<file path="src/rtl/alu_pkg.sv">
// alu_pkg: shared op encodings and sequencer state type
package alu_pkg;
  localparam logic OP_ADD = 1'b0;
  localparam logic OP_SUB = 1'b1;
  typedef enum logic [1:0] {IDLE = 2'd0, RUN = 2'd1, DONE = 2'd2} state_t;
endpackage

</file>
<file path="src/rtl/full_adder.sv">
// full_adder: single-bit adder cell with propagate/generate outputs
module full_adder (
  input  logic a,
  input  logic b,
  input  logic ci,
  output logic s,
  output logic co,
  output logic p,
  output logic g
);
  assign p  = a ^ b;
  assign g  = a & b;
  assign s  = p ^ ci;
  assign co = g | (p & ci);
endmodule

</file>
<file path="src/rtl/serial_add_ctrl.sv">
// serial_add_ctrl: bit-serial add/subtract sequencer sharing one full_adder, LSB first
module serial_add_ctrl
  import alu_pkg::*;
#(
  parameter int WIDTH = 8
) (
  input  logic             clk,
  input  logic             rst_n,
  input  logic             start,
  input  logic             op,
  input  logic [WIDTH-1:0] inA,
  input  logic [WIDTH-1:0] inB,
  input  logic             cin,
  output logic             ready,
  output logic             busy,
  output logic             done,
  output logic [WIDTH-1:0] sum,
  output logic             cout,
  output logic             ovf
);
  localparam int CW = $clog2(WIDTH);
  state_t           state;
  logic [WIDTH-1:0] a_sh, b_sh, res;
  logic [CW-1:0]    cnt;
  logic             carry, s_bit, c_bit, last;
  full_adder fa (.a(a_sh[0]), .b(b_sh[0]), .ci(carry), .s(s_bit), .co(c_bit), .p(), .g());
  assign last = cnt == CW'(WIDTH - 1);
  always_ff @(posedge clk or negedge rst_n) begin
    if (!rst_n) begin
      state <= IDLE;
      ready <= 1'b1;
      busy  <= 1'b0;
      done  <= 1'b0;
      sum   <= '0;
      cout  <= 1'b0;
      ovf   <= 1'b0;
      a_sh  <= '0;
      b_sh  <= '0;
      res   <= '0;
      cnt   <= '0;
      carry <= 1'b0;
    end else begin
      done <= 1'b0;
      if (start && ready) begin
        a_sh  <= inA;
        b_sh  <= inB ^ {WIDTH{op}};
        carry <= (op == OP_SUB) ? 1'b1 : cin;
        cnt   <= '0;
        state <= RUN;
        busy  <= 1'b1;
        ready <= 1'b0;
      end else if (state == RUN) begin
        res   <= {s_bit, res[WIDTH-1:1]};
        a_sh  <= a_sh >> 1;
        b_sh  <= b_sh >> 1;
        carry <= c_bit;
        cnt   <= cnt + CW'(1);
        if (last) begin
          // carry flop still holds the carry into the MSB here
          sum   <= {s_bit, res[WIDTH-1:1]};
          cout  <= c_bit;
          ovf   <= c_bit ^ carry;
          state <= DONE;
          busy  <= 1'b0;
          ready <= 1'b1;
          done  <= 1'b1;
        end
      end else if (state == DONE) begin
        state <= IDLE;
      end
    end
  end
endmodule
</file>
<file path="config.mk">
export PLATFORM = sky130hd
export DESIGN_NAME = serial_add_ctrl
export DESIGN_NICKNAME = d
export VERILOG_FILES = /design/src/rtl/alu_pkg.sv /design/src/rtl/full_adder.sv /design/src/rtl/serial_add_ctrl.sv
export SDC_FILE = /design/constraint.sdc
export NUM_CORES = 1
export LEC_CHECK = 0
export CAP_MARGIN = 20
export CORE_MARGIN = 10
export CORE_UTILIZATION = 46
export DETAILED_ROUTE_END_ITERATION = 8
export PLACE_DENSITY = 0.71
export SYNTH_ARGS = -nofsm -noshare
export SYNTH_HDL_FRONTEND = slang
export SYNTH_SLANG_ARGS = --single-unit
</file>
<file path="constraint.sdc">
create_clock -name clk -period 1.5 [get_ports clk]
set_clock_uncertainty 0.2 [all_clocks]
set_input_delay 0.45 -clock clk [delete_from_list [all_inputs] [get_ports clk]]
set_output_delay 0.45 -clock clk [all_outputs]
set_load 0.05 [all_outputs]
</file>
==> results.cfg <==
[outcome]
outcome = finished, violations left
violations = negative setup slack

[logic_synthesis]
synth_area_leader_cell = dfrtp_1
netlist.area_leader.share = 0.548
synth_nets = 191
postSynthAreaPerCell_sq_um = 11.2
syn_inst = 167
synth-seq-cells = 42
ys_types = 27
yosysSeqAreaShare = 0.562
synth_area_sq_um = 1870
yosysWarnings = 0
ys_top_cells_by_area = dfrtp_1 55%, mux2_2 10%, nand2_1 7.2%

[final_layout]
drive_gt1_frac = 0.422
antennaDiodeCount = 0
layout_common_cells = 41 x dfrtp_1, 36 x nand2_1, 19 x buf_4, 18 x clkdlybuf4s50_1, 17 x mux2_4
layout_commonest_cell = dfrtp_1
syn2layout_area_growth_pct = 63.3
nFillCells = 242
register_area_sq_um = 1060
layout.nets = 253
multi_input_area_sq_um = 983
fin_util = 0.770

[power_and_ir_drop]
p_seq_frac = 0.312
intPower_uw = 4100
p_sw_frac = 0.355
clock_power_share = 0.173
combPwrFrac = 0.515
power_leakage_uw = 0.00140
cellPowerDensity_nw_per_um2 = 2080
switchingPower_uw = 2250
vdd_drop_max_uv = 930
finalPower_uw = 6350

[floorplanning]
row_count = 23
core_sq_um = 3970
dieArea_sq_um = 7020
ios = 34
initial_utilization = 0.472
die_x_um = 83.8
die_y_um = 83.8

[cts]
clock_latency_ns = 0.29
root_buffer = clkbuf_8
clk_pin_slew_ns = 0.08
cts_tree = yes
clkSinkCount = 42
htreeDepth = 2
cts.path.max_buffers = 2
numCtsBuffers = 5

[sta]
holdWs_ns = 0.320
fmax_ghz = 0.558
fin_ws_ns = -0.292
fin_setup_tns_ns = -4.09
slew_headroom = 0.764
fin_crit_sh = 1.19
finalSetupViolations = 48
worstMarginPinSlew_ns = 0.354
hold_viol = 0
period_needed_ns = 1.79
rsz0062_at_grt = true
slew_violations = 0

[worst_setup_path]
cp-startpoint = ready$_DFFE_PN1P_
r2r-start = ready$_DFFE_PN1P_
end_kind = primary output
reg2regPathDepth = 4
r2r_slack_ns = -0.15
rr_endpoint = sum[1]$_DFFE_PN0P_
crit_path_end = ready
crit_path_start_kind = flip-flop
path_max_fanout = 2
crit_arrival_ns = 1.14
cp.required_ns = 0.85
worstSetupPathType = flip-flop to primary output

[routing]
drcViolationCount = 0
routed_wl_um = 4880
firstDrtPassIters = 4
viasPerCell = 5.23
drtAntennaViolNets = 0
route.vias.total = 1464
drt-wirelength-per-cell_um = 17.4
drt_iter0_drc = 75

[global_route]
grt_pass1_vias = 1641
antenna_found_initial = 0
grt-ovfl-total = 0
grt_max_degree = 30
grt_use_total = 0.138
grt_pass1_wl_um = 8050

[worst_hold_path]
hp-class = flip-flop to flip-flop

[place]
gp_congestion = 0.752
portBuffers = 33
dpl.hpwl_um = 2840

[job]
maxCapViolCount = 0
-- metrics by stage --
step / area (sq um) / instances / setup WS, ns
after global routing: 3060 / 280 / -0.321
final: 3060 / 280 / -0.292
after global placement: 2520 / 254 / -0.482
after floorplan: 1940 / 167 / -0.173
after CTS: 2950 / 275 / -0.296
after detailed placement: 2520 / 254 / -0.511
-- worst min path at each step --
| stage | startpoint | endpoint | slack [ns] | cells past startpoint |
|---|---|---|---|---|
| after floorplan | rst_n | a_sh[0]$_DFFE_PN0P_ | -0.05 | 0 |
| after global placement | rst_n | busy$_DFFE_PN0P_ | 0.17 | 1 |
| after detailed placement | rst_n | busy$_DFFE_PN0P_ | 0.17 | 1 |
| after CTS | a_sh[7]$_DFFE_PN0P_ | a_sh[7]$_DFFE_PN0P_ | 0.31 | 2 |
| after global routing | a_sh[7]$_DFFE_PN0P_ | a_sh[7]$_DFFE_PN0P_ | 0.33 | 2 |
| final | a_sh[7]$_DFFE_PN0P_ | a_sh[7]$_DFFE_PN0P_ | 0.32 | 2 |
-- cells by family after synthesis --
kind of cell / share of synthesized area
simple gates: 0.153
flops: 0.562
compound gates: 0.0715
mux: 0.102
buf+inv: 0.0407
xor+xnor: 0.0468
fa+ha+maj: 0.0240
-- worst max-delay path, stage by stage (launching register included) --
cell and delay (ns):
dfstp_4 0.62, buf_6 0.10, buf_12 0.12
-- sequential cells by signal, summed over array words and instances (netlist names) --
signal / cells
a_sh: 8
b_sh: 8
sum: 8
res: 7
cnt: 3
state: 2
busy: 1
carry: 1
cout: 1
done: 1
ovf: 1
ready: 1
-- power groups by stage --
stage | Sequential, uW | Clock, uW | Combinational, uW
6_report | 1980 | 1100 | 3270
5_1_grt | 2040 | 1150 | 3460
4_1_cts | 1970 | 1110 | 3060
2_1_floorplan | 2340 | 0 | 1270
3_5_place_dp | 1990 | 0 | 2730
3_3_place_gp | 1960 | 0 | 2650
-- synthesized netlist by cell type --
| cell | instances |
|---|---|
| nor2_1 | 16 |
| nor3_1 | 1 |
| a21oi_1 | 2 |
| o21ai_0 | 3 |
| nand3_1 | 2 |
| nand2_4 | 1 |
| and2_1 | 1 |
| nor2b_4 | 1 |
| buf_6 | 1 |
| nand3_4 | 1 |
| ha_1 | 2 |
| a31oi_1 | 15 |
| o21a_1 | 2 |
| or2b_1 | 1 |
| buf_1 | 3 |
| xor2_1 | 8 |
| buf_2 | 3 |
| xnor2_1 | 2 |
| clkbuf_8 | 2 |
| fa_1 | 1 |
| dfrtp_1 | 41 |
| nand2_8 | 1 |
| mux2_2 | 17 |
| nand2_1 | 36 |
| inv_1 | 2 |
| dfstp_2 | 1 |
| clkbuf_1 | 1 |
-- routing by layer --
metal / vias to the layer above / wire length [um] / GRT usage
met5: - / 0 / 0
met4: 0 / 31 / 0.0381
met3: 4 / 255 / 0.0488
met2: 42 / 2590 / 0.238
met1: 734 / 2000 / 0.156
li1: 684 / - / -
-- layout make-up --
class	count	share of cell area
repair buffers	64	0.264
flip-flops and latches	42	0.345
clock buffers	6	0.0270
multi-input cells	114	0.322
clock inverters	2	0.0196
inverters	2	0.00245
well taps	50	0.0205
-- repair_timing --
item / 4_1_cts / 5_1_grt
hold endpoints to repair: 12 / 0
gates cloned: 4 / 0
gates resized for setup: 39 / 11
setup buffers: 8 / 6
setup endpoints to repair: 54 / 53
pin swaps: 5 / 1
hold buffers: 1 / 0
(Power assumes the default switching activity.)
